`config.mk`:
```
export PLATFORM = sky130hd
export DESIGN_NAME = fifo_uart_tx
export DESIGN_NICKNAME = d
export VERILOG_FILES = /design/src/rtl/fifo_uart_tx_pkg.sv /design/src/rtl/fifo_uart_tx_baud.sv /design/src/rtl/fifo_uart_tx.sv
export SDC_FILE = /design/constraint.sdc
export NUM_CORES = 1
export LEC_CHECK = 0
export ABC_AREA = 1
export BUFFER_PORTS_ARGS = -buffer_cell sky130_fd_sc_hd__buf_2
export CAP_MARGIN = 0
export CELL_PAD_IN_SITES_DETAIL_PLACEMENT = 1
export CELL_PAD_IN_SITES_GLOBAL_PLACEMENT = 2
export CORE_MARGIN = 2
export CORE_UTILIZATION = 31
export DETAILED_ROUTE_END_ITERATION = 10
export PLACE_DENSITY_LB_ADDON = 0.1
export SLEW_MARGIN = 10
export SYNTH_ARGS = -nofsm -noshare
export SYNTH_HDL_FRONTEND = slang
export SYNTH_SLANG_ARGS = --single-unit
```
`constraint.sdc`:
```
create_clock -name clk -period 1.8 [get_ports clk]
set_input_delay 0.18 -clock clk [delete_from_list [all_inputs] [get_ports clk]]
set_output_delay 0.18 -clock clk [all_outputs]
set_load 0.005 [all_outputs]
```
`src/rtl/fifo_uart_tx_pkg.sv`:
```
// fifo_uart_tx_pkg: shared state encoding and frame constants for the FIFO-fed
// UART transmitter.
// Optional feature macro: FIFO_UART_TX_PARITY_EN (adds an even-parity bit).
package fifo_uart_tx_pkg;

    typedef enum logic [2:0] {
        ST_IDLE   = 3'd0,
        ST_POP    = 3'd1,
        ST_LOAD   = 3'd2,
        ST_START  = 3'd3,
        ST_DATA   = 3'd4,
        ST_STOP   = 3'd5,
        ST_PARITY = 3'd6
    } tx_state_e;

`ifdef FIFO_UART_TX_PARITY_EN
    localparam int FRAME_BITS = 11;
`else
    localparam int FRAME_BITS = 10;
`endif

endpackage

```
`src/rtl/fifo_uart_tx_baud.sv`:
```
// fifo_uart_tx_baud: bit-period counter. Counts 0..CLKS_PER_BIT-1 while run is
// high and pulses tick on the terminal count; held at zero while run is low.
module fifo_uart_tx_baud #(
    parameter int CLKS_PER_BIT = 16
) (
    input  logic clk,
    input  logic reset,
    input  logic run,
    output logic tick
);

    localparam int CW = (CLKS_PER_BIT > 1) ? $clog2(CLKS_PER_BIT) : 1;
    localparam logic [CW-1:0] LAST = CW'(CLKS_PER_BIT - 1);

    logic [CW-1:0] cnt_q;
    logic [CW-1:0] cnt_d;

    assign tick = run && (cnt_q == LAST);

    // Next count: wrap at the terminal count, park at zero when not running.
    always_comb begin
        cnt_d = cnt_q;
        if (!run) begin
            cnt_d = {CW{1'b0}};
        end else if (cnt_q == LAST) begin
            cnt_d = {CW{1'b0}};
        end else begin
            cnt_d = cnt_q + CW'(1);
        end
    end

    // Counter register with synchronous reset.
    always_ff @(posedge clk) begin
        if (reset) begin
            cnt_q <= {CW{1'b0}};
        end else begin
            cnt_q <= cnt_d;
        end
    end

endmodule

```
`src/rtl/fifo_uart_tx.sv`:
```
// fifo_uart_tx: pops bytes from the byte FIFO and sends each as an 8N1 frame
// (start, data LSB first, stop). Every output except the empty-gated deq
// strobe comes straight from a flop.
// Optional feature macro: FIFO_UART_TX_PARITY_EN inserts an even-parity bit
// between the last data bit and the stop bit.
import fifo_uart_tx_pkg::*;

module fifo_uart_tx #(
    parameter int CLKS_PER_BIT = 16,
    parameter int DATA_W       = 8
) (
    input  logic              clk,
    input  logic              reset,
    input  logic              enable,
    input  logic              fifo_empty,
    output logic              fifo_deq,
    input  logic [DATA_W-1:0] fifo_data,
    output logic              tx,
    output logic              busy,
    output logic              tx_done
);

    localparam int BW = (DATA_W > 1) ? $clog2(DATA_W) : 1;
    localparam logic [BW-1:0] LAST_BIT = BW'(DATA_W - 1);

    tx_state_e         state_q, state_d;
    logic [DATA_W-1:0] shreg_q, shreg_d;
    logic [BW-1:0]     bit_cnt_q, bit_cnt_d;
    logic              tx_q, tx_d;
    logic              busy_q, busy_d;
    logic              deq_q, deq_d;
    logic              frame_end_q, frame_end_d;
    logic              tx_done_q, tx_done_d;
    logic              baud_run_s;
    logic              baud_tick_s;

`ifdef FIFO_UART_TX_PARITY_EN
    logic              par_q, par_d;

    function automatic logic even_parity(input logic [DATA_W-1:0] b);
        return ^b;
    endfunction
`endif

    assign baud_run_s = (state_q == ST_START) || (state_q == ST_DATA) ||
                        (state_q == ST_STOP)  || (state_q == ST_PARITY);

    fifo_uart_tx_baud #(
        .CLKS_PER_BIT(CLKS_PER_BIT)
    ) u_baud (
        .clk   (clk),
        .reset (reset),
        .run   (baud_run_s),
        .tick  (baud_tick_s)
    );

    // The strobe is registered on entry to POP; gating with the live empty
    // flag keeps a FIFO reset during POP from producing an illegal dequeue.
    assign fifo_deq = deq_q && !fifo_empty;
    assign tx       = tx_q;
    assign busy     = busy_q;
    assign tx_done  = tx_done_q;

    // Next-state, datapath and next-output logic; tx_d follows state_d so the
    // registered tx lines up with the state it belongs to.
    always_comb begin
        state_d     = state_q;
        shreg_d     = shreg_q;
        bit_cnt_d   = bit_cnt_q;
        tx_d        = tx_q;
        deq_d       = 1'b0;
        frame_end_d = 1'b0;
        // frame_end_q marks the first IDLE cycle after STOP; registering it
        // puts tx_done in the following cycle, which coincides with the POP
        // of a queued next byte.
        tx_done_d   = frame_end_q;
`ifdef FIFO_UART_TX_PARITY_EN
        par_d       = par_q;
`endif
        case (state_q)
            ST_IDLE: begin
                tx_d = 1'b1;
                if (enable && !fifo_empty) begin
                    state_d = ST_POP;
                    deq_d   = 1'b1;
                end else begin
                    state_d = ST_IDLE;
                end
            end
            ST_POP: begin
                tx_d = 1'b1;
                if (fifo_empty) begin
                    state_d = ST_IDLE;
                end else begin
                    state_d = ST_LOAD;
                end
            end
            ST_LOAD: begin
                shreg_d   = fifo_data;
                bit_cnt_d = {BW{1'b0}};
`ifdef FIFO_UART_TX_PARITY_EN
                par_d     = even_parity(fifo_data);
`endif
                tx_d      = 1'b0;
                state_d   = ST_START;
            end
            ST_START: begin
                if (baud_tick_s) begin
                    state_d = ST_DATA;
                    tx_d    = shreg_q[0];
                end else begin
                    state_d = ST_START;
                end
            end
            ST_DATA: begin
                if (baud_tick_s) begin
                    if (bit_cnt_q == LAST_BIT) begin
`ifdef FIFO_UART_TX_PARITY_EN
                        state_d = ST_PARITY;
                        tx_d    = par_q;
`else
                        state_d = ST_STOP;
                        tx_d    = 1'b1;
`endif
                    end else begin
                        bit_cnt_d = bit_cnt_q + BW'(1);
                        shreg_d   = {1'b0, shreg_q[DATA_W-1:1]};
                        tx_d      = shreg_q[1];
                    end
                end else begin
                    state_d = ST_DATA;
                end
            end
            ST_PARITY: begin
                if (baud_tick_s) begin
                    state_d = ST_STOP;
                    tx_d    = 1'b1;
                end else begin
                    state_d = ST_PARITY;
                end
            end
            ST_STOP: begin
                if (baud_tick_s) begin
                    state_d     = ST_IDLE;
                    tx_d        = 1'b1;
                    frame_end_d = 1'b1;
                end else begin
                    state_d = ST_STOP;
                end
            end
            default: begin
                state_d = ST_IDLE;
                tx_d    = 1'b1;
            end
        endcase
        busy_d = (state_d != ST_IDLE);
    end

    // State, datapath and registered outputs with synchronous reset.
    always_ff @(posedge clk) begin
        if (reset) begin
            state_q     <= ST_IDLE;
            shreg_q     <= {DATA_W{1'b0}};
            bit_cnt_q   <= {BW{1'b0}};
            tx_q        <= 1'b1;
            busy_q      <= 1'b0;
            deq_q       <= 1'b0;
            frame_end_q <= 1'b0;
            tx_done_q   <= 1'b0;
`ifdef FIFO_UART_TX_PARITY_EN
            par_q       <= 1'b0;
`endif
        end else begin
            state_q     <= state_d;
            shreg_q     <= shreg_d;
            bit_cnt_q   <= bit_cnt_d;
            tx_q        <= tx_d;
            busy_q      <= busy_d;
            deq_q       <= deq_d;
            frame_end_q <= frame_end_d;
            tx_done_q   <= tx_done_d;
`ifdef FIFO_UART_TX_PARITY_EN
            par_q       <= par_d;
`endif
        end
    end

endmodule

```
# [Yosys cells after proc, flatten, opt, wreduce, memory -nomap -nowiden]
# Cells that the tools add are included.
# W data, S select, Z words.
[totals] ff_bits=23 inputBits=12 out_inout_bits=4 word_cells=63
[classes] n_addsub=2 n_eq_ne=12 mux=21 bitwise=3 reduce_logical=16
[op_table] cell="$pmux W3 S7" n=1
[op_table] cell="$mux W3" n=6
[op_table] cell="$mux W8" n=2
[op_table] cell="$pmux W8 S2" n=1
[op_table] cell="$eq A3 B3 Y1 const B" n=4
[op_table] cell="$mux W1" n=7
[op_table] cell="$eq A3 B2 Y1 const B" n=2
[op_table] cell="$ne A2 B2 Y1 const B" n=3
[op_table] cell="$pmux W3 S2" n=1
[op_table] cell="$reduce_and A3 Y1" n=2
[op_table] cell="$reduce_or A2 Y1" n=3
[op_table] cell="$add A4 B1 Y4 const B" n=1
[op_table] cell="$eq A4 B4 Y1 const B" n=1
[op_table] cell="$mux W2" n=2
[op_table] cell="$pmux W1 S4" n=1
[op_table] cell="$add A3 B1 Y3 const B" n=1
[op_table] cell="$eq A3 B1 Y1 const B" n=1
[op_table] cell="$logic_and A1 B1 Y1" n=3
[op_table] cell="$logic_not A3 Y1" n=1
[op_table] cell="$logic_or A1 B1 Y1" n=3
[op_table] cell="$not A1 Y1" n=3
[op_table] cell="$reduce_bool A3 Y1" n=1
[op_table] cell="$reduce_or A3 Y1" n=1
[op_table] cell="$ne A2 B1 Y1 const B" n=1
[op_table] cell="other kinds (2)" n=2

# [Longest topological paths before layout]
# Gate-level depths: netlist of the first run.
[logic_depth] ltp_word=8 ltp_mapped=10 mapped_depth_nobuf=10

# [By module]
# Synthesis of the first run repeated with hierarchy kept, for this count alone.
[hier_totals] cells_unflattened=179 area_unflattened_um2=1193.6
[by_module_without_submodules] mod="fifo_uart_tx" instances=1 cells_each=159 area_per_inst_um2=1027.2 seq_area_each_um2=380.4
[by_module_without_submodules] mod="fifo_uart_tx_baud" instances=1 cells_each=20 area_per_inst_um2=166.4 seq_area_each_um2=80.1

# [Worst setup path after synthesis of the first run]
# Ideal clock, no wire load.
[synth_path] path_kind="reg2reg" start="register bit_cnt_q[0]" end="register bit_cnt_q[0]" setup_ps=65 arrival_time_ps=1278 required_time_ps=1735 slack_ps=457 path_stages_with_launch=11 path_buffers=1 period_less_slack_ps=1343 cell_sequence="dfxtp_1 > ha_1 > ha_1 > inv_1 > nand3_1 > nand2_2 > nand2_4 > inv_4 > buf_8 > nor2_2 > nor2_1"
[synth_between] elab_chain_cells=4 word_cells_on_any_way=7 classes_between="1 x add/sub; 2 x eq/ne; 3 x mux; 1 x reduce/logical"
[synth_rtl] item="start, declared" line="fifo_uart_tx.sv:28" text="logic [BW-1:0] bit_cnt_q, bit_cnt_d;"
[synth_rtl] item="start signal, assigned" line="fifo_uart_tx.sv:164" text="bit_cnt_q <= {BW{1'b0}};"
[synth_rtl] item="start signal, assigned" line="fifo_uart_tx.sv:176" text="bit_cnt_q <= bit_cnt_d;"
[synth_rtl] item="$add A3 B1 Y3" line="fifo_uart_tx.sv:126" text="bit_cnt_d = bit_cnt_q + BW'(1);"
[synth_rtl] item="$mux W3" line="fifo_uart_tx.sv:117" text="if (bit_cnt_q == LAST_BIT) begin"
[synth_rtl] item="$mux W3" line="fifo_uart_tx.sv:116" text="if (baud_tick_s) begin"
[synth_rtl] item="$pmux W3 S2" line="fifo_uart_tx.sv:80" text="case (state_q)"
# Several ways; a longest one is shown, not always the timed one. The select of a mux whose other input is x is not followed.
# A chain may end at the register's enable or synchronous reset.

# [Final worst setup path of the first run]
[layout_path] start="register bit_cnt_q[0]" end="register bit_cnt_q[1]"
# The elaborated chain is that of the path after synthesis.

==> results of run 1 <==
how the worst max path moves through the flow:
stage | startpoint | end | slack, ns
global placement | state_q[1] | bit_cnt_q[2] | 0.30
floorplan | bit_cnt_q[0] | bit_cnt_q[0] | 0.46
finish | bit_cnt_q[0] | bit_cnt_q[1] | 0.25
global route | bit_cnt_q[0] | bit_cnt_q[1] | 0.11
detailed placement | bit_cnt_q[0] | bit_cnt_q[1] | 0.25
CTS | bit_cnt_q[0] | bit_cnt_q[1] | 0.24
registers in the layout, indices dropped and copies added (netlist names):
signal / flops
bit_cnt_q: 3
busy: 1
deq_q: 1
frame_end_q: 1
shreg_q: 8
state_q: 3
tx: 1
tx_done: 1
u_baud.cnt_q: 4
routing by layer:
metal  global-route usage  routed length (microns)  vias up
met1                0.185                     1340      478
li1                     -                        -      552
met3               0.0394                      105        2
met5                    0                        0        -
met4               0.0391                       14        0
met2                0.214                     1220       17
cells in the final DEF (no fill, tap or decap):
cell,count
buf_2,15
nor2_1,28
nor3_1,3
nor2_4,1
inv_1,13
nor2_2,11
clkinv_2,1
nand2_4,3
a21oi_1,1
nand2_2,2
nand3_2,1
inv_2,1
o211ai_1,1
o21ai_0,12
nand3_1,13
xor2_1,1
inv_4,2
dfxtp_1,23
ha_1,3
clkbuf_8,3
nand2_1,44
cells by family after synthesis:
logic type / after synthesis
compound gates: 14
xor+xnor: 1
fa+ha+maj: 3
buf+inv: 20
flops: 23
simple gates: 106
worst register-to-register path: cells and delay by family, from the launching register on:
kind                     cells  cell delay (ns)
adder cells (fa/ha/maj)      2             0.41
buffers and inverters        2             0.23
flip-flops                   1             0.34
AND/OR/NAND/NOR              6             0.45
per-stage QoR:
stage | std cells | worst slack, ns
3_5_place_dp | 226 | 0.247
5_1_grt | 230 | 0.106
2_1_floorplan | 167 | 0.457
3_3_place_gp | 226 | 0.303
4_1_cts | 230 | 0.239
6_report | 230 | 0.255
power breakdown:
group	internal [mW]	switching (mW)	leakage, nW
clock	0.155	0.174	0.0255
sequential	0.530	0.0175	0.186
combinational	0.0442	0.0632	0.403
final cells by class:
cell class                      instances  area [sq um]  share of cell area
Sequential cell                        23           460               0.351
Inverter                               16          65.1              0.0496
Multi-Input combinational cell        124           606               0.461
Timing Repair Buffer                   15          75.1              0.0572
Tap cell                               48          60.1              0.0458
Clock buffer                            3          41.3              0.0315
Clock inverter                          1          5.00             0.00381
==> results.ini, run 1 <==
[outcome]
status=finished, final reports clean

[setup_path]
crit_path_max_incr_delay_ns=0.34
crit_type=flip-flop to flip-flop
cp-start-kind=flip-flop
cp_max_fo=12
cp.depth=10
reg2reg_depth=10
worstPathCellList=ha_1 > ha_1 > inv_1 > nand3_1 > nand2_2 > nand2_4 > inv_4 > nand2_1 > nand2_1 > nor2_1
r2r_slack_ns=0.25
critical_path_buf_inv_count=2
cp-end-kind=flip-flop
crit_family=simple AND/OR/NAND/NOR gates
crit_required_ns=1.97
cp_data_arrival_time_ns=1.71
critPathSlowestCell=dfxtp_1
r2r-start=bit_cnt_q[0]
reg2reg_to=bit_cnt_q[1]

[logic_synthesis]
ys_ff_latch=23
synth-main-ff-cell=dfxtp_1
synth_cells=167
yosys.area.top_type_share=0.396
synth-edff-count=0
yosys-top-cells-count=nand2_1 (44), nor2_1 (28), dfxtp_1 (23), inv_1 (13), nand3_1 (13)
synth_nets=182
seq_area_frac_synth=0.396
netlist_top_cells_area=dfxtp_1 (40%), nand2_1 (14%), nor2_1 (9.0%)
yosysTopAreaCell=dfxtp_1
yosys_warnings=0
synth_xor_area_frac=0.00753
synthAdderAreaFrac=0.0323
synth.most_common_cell=nand2_1
synth-simple-area-share=0.419
syn_area_per_cell_sq_um=6.96
synth_top_family_by_area=simple AND/OR/NAND/NOR gates
synth-compound-area-share=0.0624
synth_cell_type_count=22
muxShareOfSynthArea=0
netlist_area_sq_mm=0.00116
async_flop_share=0

[floorplanning]
die_h_microns=65.2
row_count=22
die_area_sq_mm=0.00426
core_area_sq_mm=0.00363
ioPinCount=16
initial_core_util=0.320
dieWidth_microns=65.2

[job]
drv_cap=0

[timing]
hold_viol=0
skew_ns=0.00434
fin_crit_sh=0.859
fin_crit_ns=1.55
max_clock_freq_mhz=647
rsz0062_at_grt=no
setup_viol=0
worst_slew_pin_slew_ns=0.448
finalSetupTns_ns=0
relSlewSlack=0.701
timing.hold.ws_ns=0.164
final_max_slew_viol_count=0

[pwr]
power_leakage_nw=0.615
total_power_mw=0.984
power_density_mw_per_mm2=750
irDropWorstVdd_v=0.000338

[cts]
cts-resized-gates=0
numCtsBuffers=3
ctsHoldBuffers=0
clock-sinks=23
clockRootBuffer=clkbuf_8
cts_tree=done
cts_setup_buffers=0
clk_pin_slew_ns=0.09
cts.htree.levels=1
clkLatencyLatePin_ns=0.27
cts_buffer_depth=2

[drt]
firstDrtPassIters=4
drt_iter0_markers=23
wire_per_inst_microns=11.7
viasPerCell=4.56
wirelength_microns=2680
vias=1049
drc=0
final_antenna_net_count=0

[grt]
antenna_found_initial=0
grt_first_pass_wirelength_microns=4530
grtUsageTotal=0.138
grt_pass1_vias=1003
grt_max_degree=16
globalRouteOverflowTotal=0

[final_layout]
drive_above_1_share=0.220
n_antenna_cell=0
fill_cells=491
final_area_sq_mm=0.00131
nNetsFinal=198
area_growth_pct=12.9
fin_util=0.361

[hold_path]
hold_class=input pin to flip-flop
min_from=reset
min_path_cells=2
hold_path_end=shreg_q[7]

[place]
dp_hpwl_microns=1990
dpl_cell_area_sq_mm=0.00127
place_congestion=0.802
io_buffers=15

Power figures use the tool's default switching activity.
==> run 2: changes to the inputs <==
CORE_UTILIZATION = 30   (was 31)
SYNTH_HIERARCHICAL = 1   (was not set)
==> run 2 against run 1 <==
Fmax shrank 4.5%. Clock-buffer cell count rose by 1. Sequential power down 0.9%. Sequential share of layout area down 2.4 points. First-iteration DRC count rose by 110%. Clock skew is 0.0059 ns higher. Register-to-register slack worse by 0.07 ns. Flip-flop and latch count stayed put. Global-route usage is 0.54 points higher. Worst setup slack worse by 0.073 ns. Synthesized cell count is 7.2% higher. Non-clock buffer count rose by 10.
==> results.ini, run 2 <==
[drt]
wirelength_microns=2820  ; was 2680 microns
drt_iter0_markers=48  ; was 23
viasPerCell=4.54  ; was 4.56
drc=0  ; unchanged
firstDrtPassIters=4  ; unchanged
wire_per_inst_microns=11.3  ; was 11.7 microns
final_antenna_net_count=0  ; unchanged
vias=1135  ; was 1049

[timing]
relSlewSlack=0.733  ; was 0.701
skew_ns=0.0102  ; was 0.00434 ns
hold_viol=0  ; unchanged
final_max_slew_viol_count=0  ; unchanged
fin_crit_sh=0.899  ; was 0.859
worst_slew_pin_slew_ns=0.399  ; was 0.448 ns
fin_crit_ns=1.62  ; was 1.55 ns
setup_viol=0  ; unchanged
timing.hold.ws_ns=0.188  ; was 0.164 ns
max_clock_freq_mhz=618  ; was 647 MHz

[logic_synthesis]
synth_cells=179  ; was 167
syn_area_per_cell_sq_um=6.67  ; was 6.96 sq um
yosys.area.top_type_share=0.386  ; was 0.396
synth-main-ff-cell=dfxtp_1  ; unchanged
netlist_top_cells_area=dfxtp_1 (39%), nand2_1 (16%), nor2_1 (10%)  ; was dfxtp_1 (40%), nand2_1 (14%), nor2_1 (9.0%)
yosysTopAreaCell=dfxtp_1  ; unchanged
synth.most_common_cell=nand2_1  ; unchanged
synth_nets=194  ; was 182
synth_cell_type_count=20  ; was 22
seq_area_frac_synth=0.386  ; was 0.396
synth-edff-count=0  ; unchanged
async_flop_share=0  ; unchanged
yosys_warnings=6  ; was 0
ys_ff_latch=23  ; unchanged
yosys-top-cells-count=nand2_1 (51), nor2_1 (32), dfxtp_1 (23), inv_1 (23), nand3_1 (15)  ; was nand2_1 (44), nor2_1 (28), dfxtp_1 (23), inv_1 (13), nand3_1 (13)
netlist_area_sq_mm=0.00119  ; was 0.00116 sq mm

[hold_path]
min_from=fifo_data[7]  ; was reset
hold_class=input pin to flip-flop  ; unchanged

[final_layout]
nNetsFinal=218  ; was 198
most-common-layout-cells=nand2_1 (48), nor2_1 (30), inv_1 (21)  ; was nand2_1 (44), nor2_1 (28), dfxtp_1 (23)
seqCellArea_sq_um=469  ; was 460 sq um
largest_register=shreg_q  ; unchanged
n_antenna_cell=0  ; unchanged
fin_util=0.383  ; was 0.361
final_common_cell=nand2_1  ; unchanged
area_growth_pct=20.1  ; was 12.9%
largest_register_ffs=8  ; unchanged
final_area_sq_mm=0.00143  ; was 0.00131 sq mm
multi_input_area_sq_um=617  ; was 606 sq um
top_regs=shreg_q (8), u_baud/cnt_q (4)  ; was shreg_q (8), u_baud.cnt_q (4)
drive_above_1_share=0.252  ; was 0.220
fill_cells=520  ; was 491

[setup_path]
cp-end-kind=flip-flop  ; unchanged
worstPathCellList=nor2_4 > nand2_4 > nand2_1 > inv_1 > nand2_2 > inv_1 > nor2_2 > inv_2 > nand4_1 > nand2_1 > nor2_1 > nand2_1 > nand2_1 > nand2_1  ; was ha_1 > ha_1 > inv_1 > nand3_1 > nand2_2 > nand2_4 > inv_4 > nand2_1 > nand2_1 > nor2_1
cp_max_fo=7  ; was 12
crit_required_ns=1.97  ; about the same
cp-start-kind=flip-flop  ; unchanged
startpoint=state_q[1]  ; was bit_cnt_q[0]
crit_path_max_incr_delay_ns=0.38  ; was 0.34 ns
cp_data_arrival_time_ns=1.79  ; was 1.71 ns
critical_path_buf_inv_count=3  ; was 2
critPathSlowestCell=dfxtp_4  ; was dfxtp_1
crit_type=flip-flop to flip-flop  ; unchanged
crit_path_frequent_cell=nand2_1
r2r-start=state_q[1]  ; was bit_cnt_q[0]
crit_family=simple AND/OR/NAND/NOR gates  ; unchanged

[floorplanning]
dieWidth_microns=67.1  ; was 65.2 microns
die_h_microns=67.1  ; was 65.2 microns
ioPinCount=16  ; unchanged
core_area_sq_mm=0.00374  ; was 0.00363 sq mm
row_count=22  ; unchanged
initial_core_util=0.319  ; was 0.320
die_area_sq_mm=0.00450  ; was 0.00426 sq mm

[grt]
grtUsageTotal=0.143  ; was 0.138
globalRouteOverflowTotal=0  ; unchanged
grt_pass1_vias=1168  ; was 1003
antenna_found_initial=0  ; unchanged
grt_first_pass_wirelength_microns=4920  ; was 4530 microns
grt_max_degree=21  ; was 16

[job]
drv_cap=0  ; unchanged

[outcome]
status=finished, final reports clean  ; unchanged

[cts]
clock-sinks=23  ; unchanged
cts_buffer_depth=2  ; unchanged
cts.htree.levels=1  ; unchanged
clk_pin_slew_ns=0.09  ; about the same
numCtsBuffers=3  ; unchanged
clockRootBuffer=clkbuf_8  ; unchanged
clkLatencyLatePin_ns=0.27  ; about the same
cts_tree=done  ; unchanged

[pwr]
power_leakage_nw=0.733  ; was 0.615 nW
power_density_mw_per_mm2=689  ; was 750 mW/mm^2
total_power_mw=0.988  ; was 0.984 mW
irDropWorstVdd_v=0.000253  ; was 0.000338 V

[place]
dpl_cell_area_sq_mm=0.00135  ; was 0.00127 sq mm
dp_hpwl_microns=2170  ; was 1990 microns
io_buffers=15  ; unchanged
place_congestion=0.818  ; was 0.802

==> run 2: path summary, 6_finish.rpt <==
| path | end | slack (ns) | cells past startpoint |
|---|---|---|---|
| setup / recovery | busy | 0.18 | 14 |
| hold / removal | shreg_q[7] | 0.19 | 3 |
| setup reg to reg | busy | 0.18 | 14 |
| hold reg to reg | tx_done | 0.41 | 2 |
==> run 2: final cells by class <==
type,count,area share
multi-input combinational,126,0.430
sequential,23,0.327
timing repair buffer,25,0.105
inverter,24,0.0646
tap,48,0.0419
clock buffer,4,0.0314
==> run 2: where the power goes <==
part	leakage (nW)	internal, mW	switching (mW)
combinational	0.521	0.0511	0.0691
clock	0.0228	0.158	0.166
sequential	0.188	0.529	0.0142
==> run 2: timing repair <==
action	4_1_cts	5_1_grt
setup buffers	0	2
resized for setup	3	10
hold buffers	0	0
pin swaps	0	3
endpoints found under the setup margin	13	15
==> run 2: per-stage QoR <==
step	cells	setup slack, ns	setup TNS, ns
final	250	0.182	0
after global routing	250	-0.0202	-0.0202
after CTS	248	0.0470	0
after detailed placement	244	-0.0359	-0.0774
after global placement	244	0.00863	0
after floorplan	179	0.126	0
==> run 2: worst min-delay path, cell delays in order <==
cell and delay, ns:
buf_2 0.09, nand3_1 0.09, a21oi_2 0.05
==> run 2: kinds of logic (layout without fill, tap and decap cells) <==
| kind of cell | Yosys count | after routing | share of synthesized area |
|---|---|---|---|
| xor+xnor | 1 | 1 | 0.00734 |
| fa+ha+maj | 3 | 3 | 0.0314 |
| compound gates | 11 | 11 | 0.0524 |
| flops | 23 | 23 | 0.386 |
| buf+inv | 30 | 53 | 0.112 |
| simple gates | 111 | 111 | 0.411 |
==> run 2: per-layer routing <==
metal / share of wire / up-vias / track usage
met2: 0.45 / 15 / 0.238
met5: 0 / - / 0
met3: 0.032 / 5 / 0.0287
met1: 0.50 / 518 / 0.179
li1: - / 597 / -
met4: 0.016 / 0 / 0.0561
==> run 3: changes to the inputs <==
ABC_AREA = not set   (was 1)
CORE_UTILIZATION = 34   (was 30)
GPL_TIMING_DRIVEN = 0   (was not set)
==> run 3 against run 2 <==
Core utilization increased by 9.5 points. Total power decreased by 7.9%. Flip-flop and latch count unchanged. Critical path depth decreased by 6. Sequential power decreased by 0.9%. Worst setup slack got worse by 0.090 ns. Global-route usage increased by 1.8 points. Sequential share of layout area decreased by 0.55 points. First-iteration DRC count decreased by 69%. Hold slack got worse by 0.14 ns. Non-clock buffer count increased by 10. Critical endpoint unchanged. Highest routed layer unchanged.
==> results.ini, run 3 <==
[drt]
viasPerCell=4.97  ; was 4.54
drt_iter0_markers=15  ; was 48
wire_per_inst_microns=13.2  ; was 11.3 microns
final_antenna_net_count=0  ; unchanged
wirelength_microns=2540  ; was 2820 microns
vias=954  ; was 1135
firstDrtPassIters=2  ; was 4
drc=0  ; unchanged

[logic_synthesis]
synth-main-ff-cell=dfxtp_1  ; unchanged
yosys-top-cells-count=dfxtp_1 (23), nor2_1 (15), a211oi_1 (7), a21oi_1 (7), mux2i_1 (7)  ; was nand2_1 (51), nor2_1 (32), dfxtp_1 (23), inv_1 (23), nand3_1 (15)
synth_nets=131  ; was 194
synth.most_common_cell=dfxtp_1  ; was nand2_1
yosys.area.top_type_share=0.412  ; was 0.386
netlist_area_sq_mm=0.00112  ; was 0.00119 sq mm
synth_cells=116  ; was 179
seq_area_frac_synth=0.412  ; was 0.386
yosys_warnings=6  ; unchanged
netlist_top_cells_area=dfxtp_1 (41%), mux2i_1 (6.3%), nor2_1 (5.0%)  ; was dfxtp_1 (39%), nand2_1 (16%), nor2_1 (10%)
ys_ff_latch=23  ; unchanged
yosysTopAreaCell=dfxtp_1  ; unchanged
synth-edff-count=0  ; unchanged
async_flop_share=0  ; unchanged
synth_cell_type_count=37  ; was 20
syn_area_per_cell_sq_um=9.63  ; was 6.67 sq um

[cts]
clk_pin_slew_ns=0.13  ; was 0.09 ns
ctsHoldBuffers=0  ; unchanged
clockRootBuffer=clkbuf_4  ; was clkbuf_8
cts.htree.levels=1  ; unchanged
clock-sinks=23  ; unchanged
cts_buffer_depth=2  ; unchanged
numCtsBuffers=3  ; unchanged
cts_tree=done  ; unchanged
clkLatencyLatePin_ns=0.31  ; was 0.27 ns

[pwr]
seq_power_share=0.591  ; was 0.550
irDropWorstVdd_v=0.000326  ; was 0.000253 V
intPower_mw=0.679  ; was 0.738 mW
combPwrFrac=0.145  ; was 0.122
clkPwrFrac=0.264  ; was 0.329
p_switching_mw=0.231  ; was 0.250 mW
total_power_mw=0.910  ; was 0.988 mW
power_leakage_nw=0.558  ; was 0.733 nW
power_density_mw_per_mm2=619  ; was 689 mW/mm^2
p_sw_frac=0.254  ; was 0.253

[place]
io_buffers=15  ; unchanged
dp_hpwl_microns=1770  ; was 2170 microns
dp.cells=175  ; was 244
place_congestion=0.686  ; was 0.818

[timing]
worst_slew_pin_slew_ns=0.534  ; was 0.399 ns
timing.hold.ws_ns=0.0477  ; was 0.188 ns
setup_viol=0  ; unchanged
skew_ns=0.00461  ; was 0.0102 ns
fin_crit_sh=0.949  ; was 0.899
fin_crit_ns=1.71  ; was 1.62 ns
rsz0062_at_grt=yes
max_clock_freq_mhz=585  ; was 618 MHz
relSlewSlack=0.644  ; was 0.733
final_max_slew_viol_count=0  ; unchanged
hold_viol=0  ; unchanged

[setup_path]
endpoint=busy  ; unchanged
reg2reg_depth=8  ; was 14
crit_required_ns=2.01  ; was 1.97 ns
cp-start-kind=flip-flop  ; unchanged
r2r_slack_ns=0.09  ; was 0.18 ns
startpoint=state_q[1]  ; unchanged
r2r-start=state_q[1]  ; unchanged
cp_data_arrival_time_ns=1.92  ; was 1.79 ns
cp-end-kind=flip-flop  ; unchanged
crit_type=flip-flop to flip-flop  ; unchanged
cp_max_fo=8  ; was 7
reg2reg_to=busy  ; unchanged

[job]
drv_cap=0  ; unchanged

[floorplanning]
core_area_sq_mm=0.00308  ; was 0.00374 sq mm
dieWidth_microns=61.3  ; was 67.1 microns
initial_core_util=0.363  ; was 0.319
die_h_microns=61.3  ; was 67.1 microns
row_count=20  ; was 22
die_area_sq_mm=0.00376  ; was 0.00450 sq mm
ioPinCount=16  ; unchanged

[hold_path]
min_path_cells=2  ; was 3
hold_class=input pin to flip-flop  ; unchanged

[grt]
grt_first_pass_wirelength_microns=4480  ; was 4920 microns
grtUsageTotal=0.161  ; was 0.143
globalRouteOverflowTotal=0  ; unchanged
antenna_found_initial=0  ; unchanged
grt_max_degree=13  ; was 21
grt_pass1_vias=980  ; was 1168

[final_layout]
area_growth_pct=31.6  ; was 20.1%
drive_above_1_share=0.432  ; was 0.252
largest_register_ffs=8  ; unchanged
nNetsFinal=164  ; was 218
top_regs=shreg_q (8), u_baud/cnt_q (4)  ; unchanged
largest_register=shreg_q  ; unchanged
finalNonFillerCells=192  ; was 250
n_antenna_cell=0  ; unchanged
most-common-layout-cells=buf_2 (17), dfxtp_1 (17), nor2_1 (13)  ; was nand2_1 (48), nor2_1 (30), inv_1 (21)

[outcome]
status=finished, final reports clean  ; unchanged

## run 3: cell count changes in the layout (fill, tap and decap cells not counted), sizes merged, moves of 6 or more
cell | before | now
nand2 | 58 | 5
buf | 25 | 31
nor2 | 33 | 17
inv | 24 | 3
mux2i | 0 | 7
nand3 | 16 | 4
a211oi | 0 | 7
## run 3: final cells by class
class	instances	area (sq um)
fill	367	1610
multi-input combinational	83	673
sequential	23	473
timing repair buffer	29	183
tap	44	55.1
buffer	6	48.8
clock buffer	4	26.3
inverter	3	11.3
## run 3: worst min path at each step
stage,start,endpoint,slack (ns)
floorplan,reset,u_baud/cnt_q[2],0.26
global placement,reset,u_baud/cnt_q[2],0.38
detailed placement,reset,u_baud/cnt_q[2],0.38
CTS,reset,u_baud/cnt_q[2],0.03
global route,reset,u_baud/cnt_q[2],0.04
finish,reset,u_baud/cnt_q[2],0.05
## run 3: per-layer routing
metal  wire, microns  GRT usage  part of all wire
met1            1120      0.202              0.44
met4              18     0.0652            0.0071
met2            1330      0.278              0.52
met3              65     0.0189             0.026
met5               0          0                 0
## run 3: worst max-delay path, cell delays in order, from the launching register on
cell and delay, ns:
dfxtp_4 0.38, nand2_4 0.07, xnor2_4 0.15, inv_2 0.05
nor2_2 0.11, buf_6 0.14, a21oi_2 0.04, o31a_1 0.31
or3_1 0.36
## run 3: cells by family (layout without fill, tap and decap cells)
kind of cell / Yosys count / after routing / share of synthesized area
xor gates and xnor gates: 3 / 3 / 0.0235
adders and majority gates: 3 / 3 / 0.0336
DFF: 23 / 23 / 0.412
muxes: 7 / 7 / 0.0627
and+or+nand+nor: 42 / 42 / 0.228
AOI/OAI and AO/OA: 28 / 28 / 0.179
buffers and inverters: 10 / 42 / 0.0605
## run 3: metrics by stage
step | cell area [sq um] | utilization | setup slack, ns | setup TNS [ns]
final | 1470 | 0.478 | 0.0916 | 0
after global routing | 1470 | 0.478 | -0.0147 | -0.0713
after CTS | 1400 | 0.454 | 0.0191 | 0
after detailed placement | 1250 | 0.406 | -0.338 | -3.16
after global placement | 1250 | 0.406 | -0.263 | -2.42
after floorplan | 1120 | - | 0.00875 | 0
## run 3: power by group through the flow
stage	clock network (mW)	registers, mW	logic (mW)
finish	0.240	0.538	0.132
global route	0.280	0.541	0.149
CTS	0.253	0.538	0.124
detailed placement	0	0.551	0.108
global placement	0	0.550	0.106
floorplan	0	0.548	0.0739
## run 3: timing repair
action,in CTS,in global routing
setup endpoints to repair,13,11
pin swaps,9,11
gates cloned,1,0
endpoints found under the hold margin,0,0
gates resized for setup,17,10
setup buffers,10,4
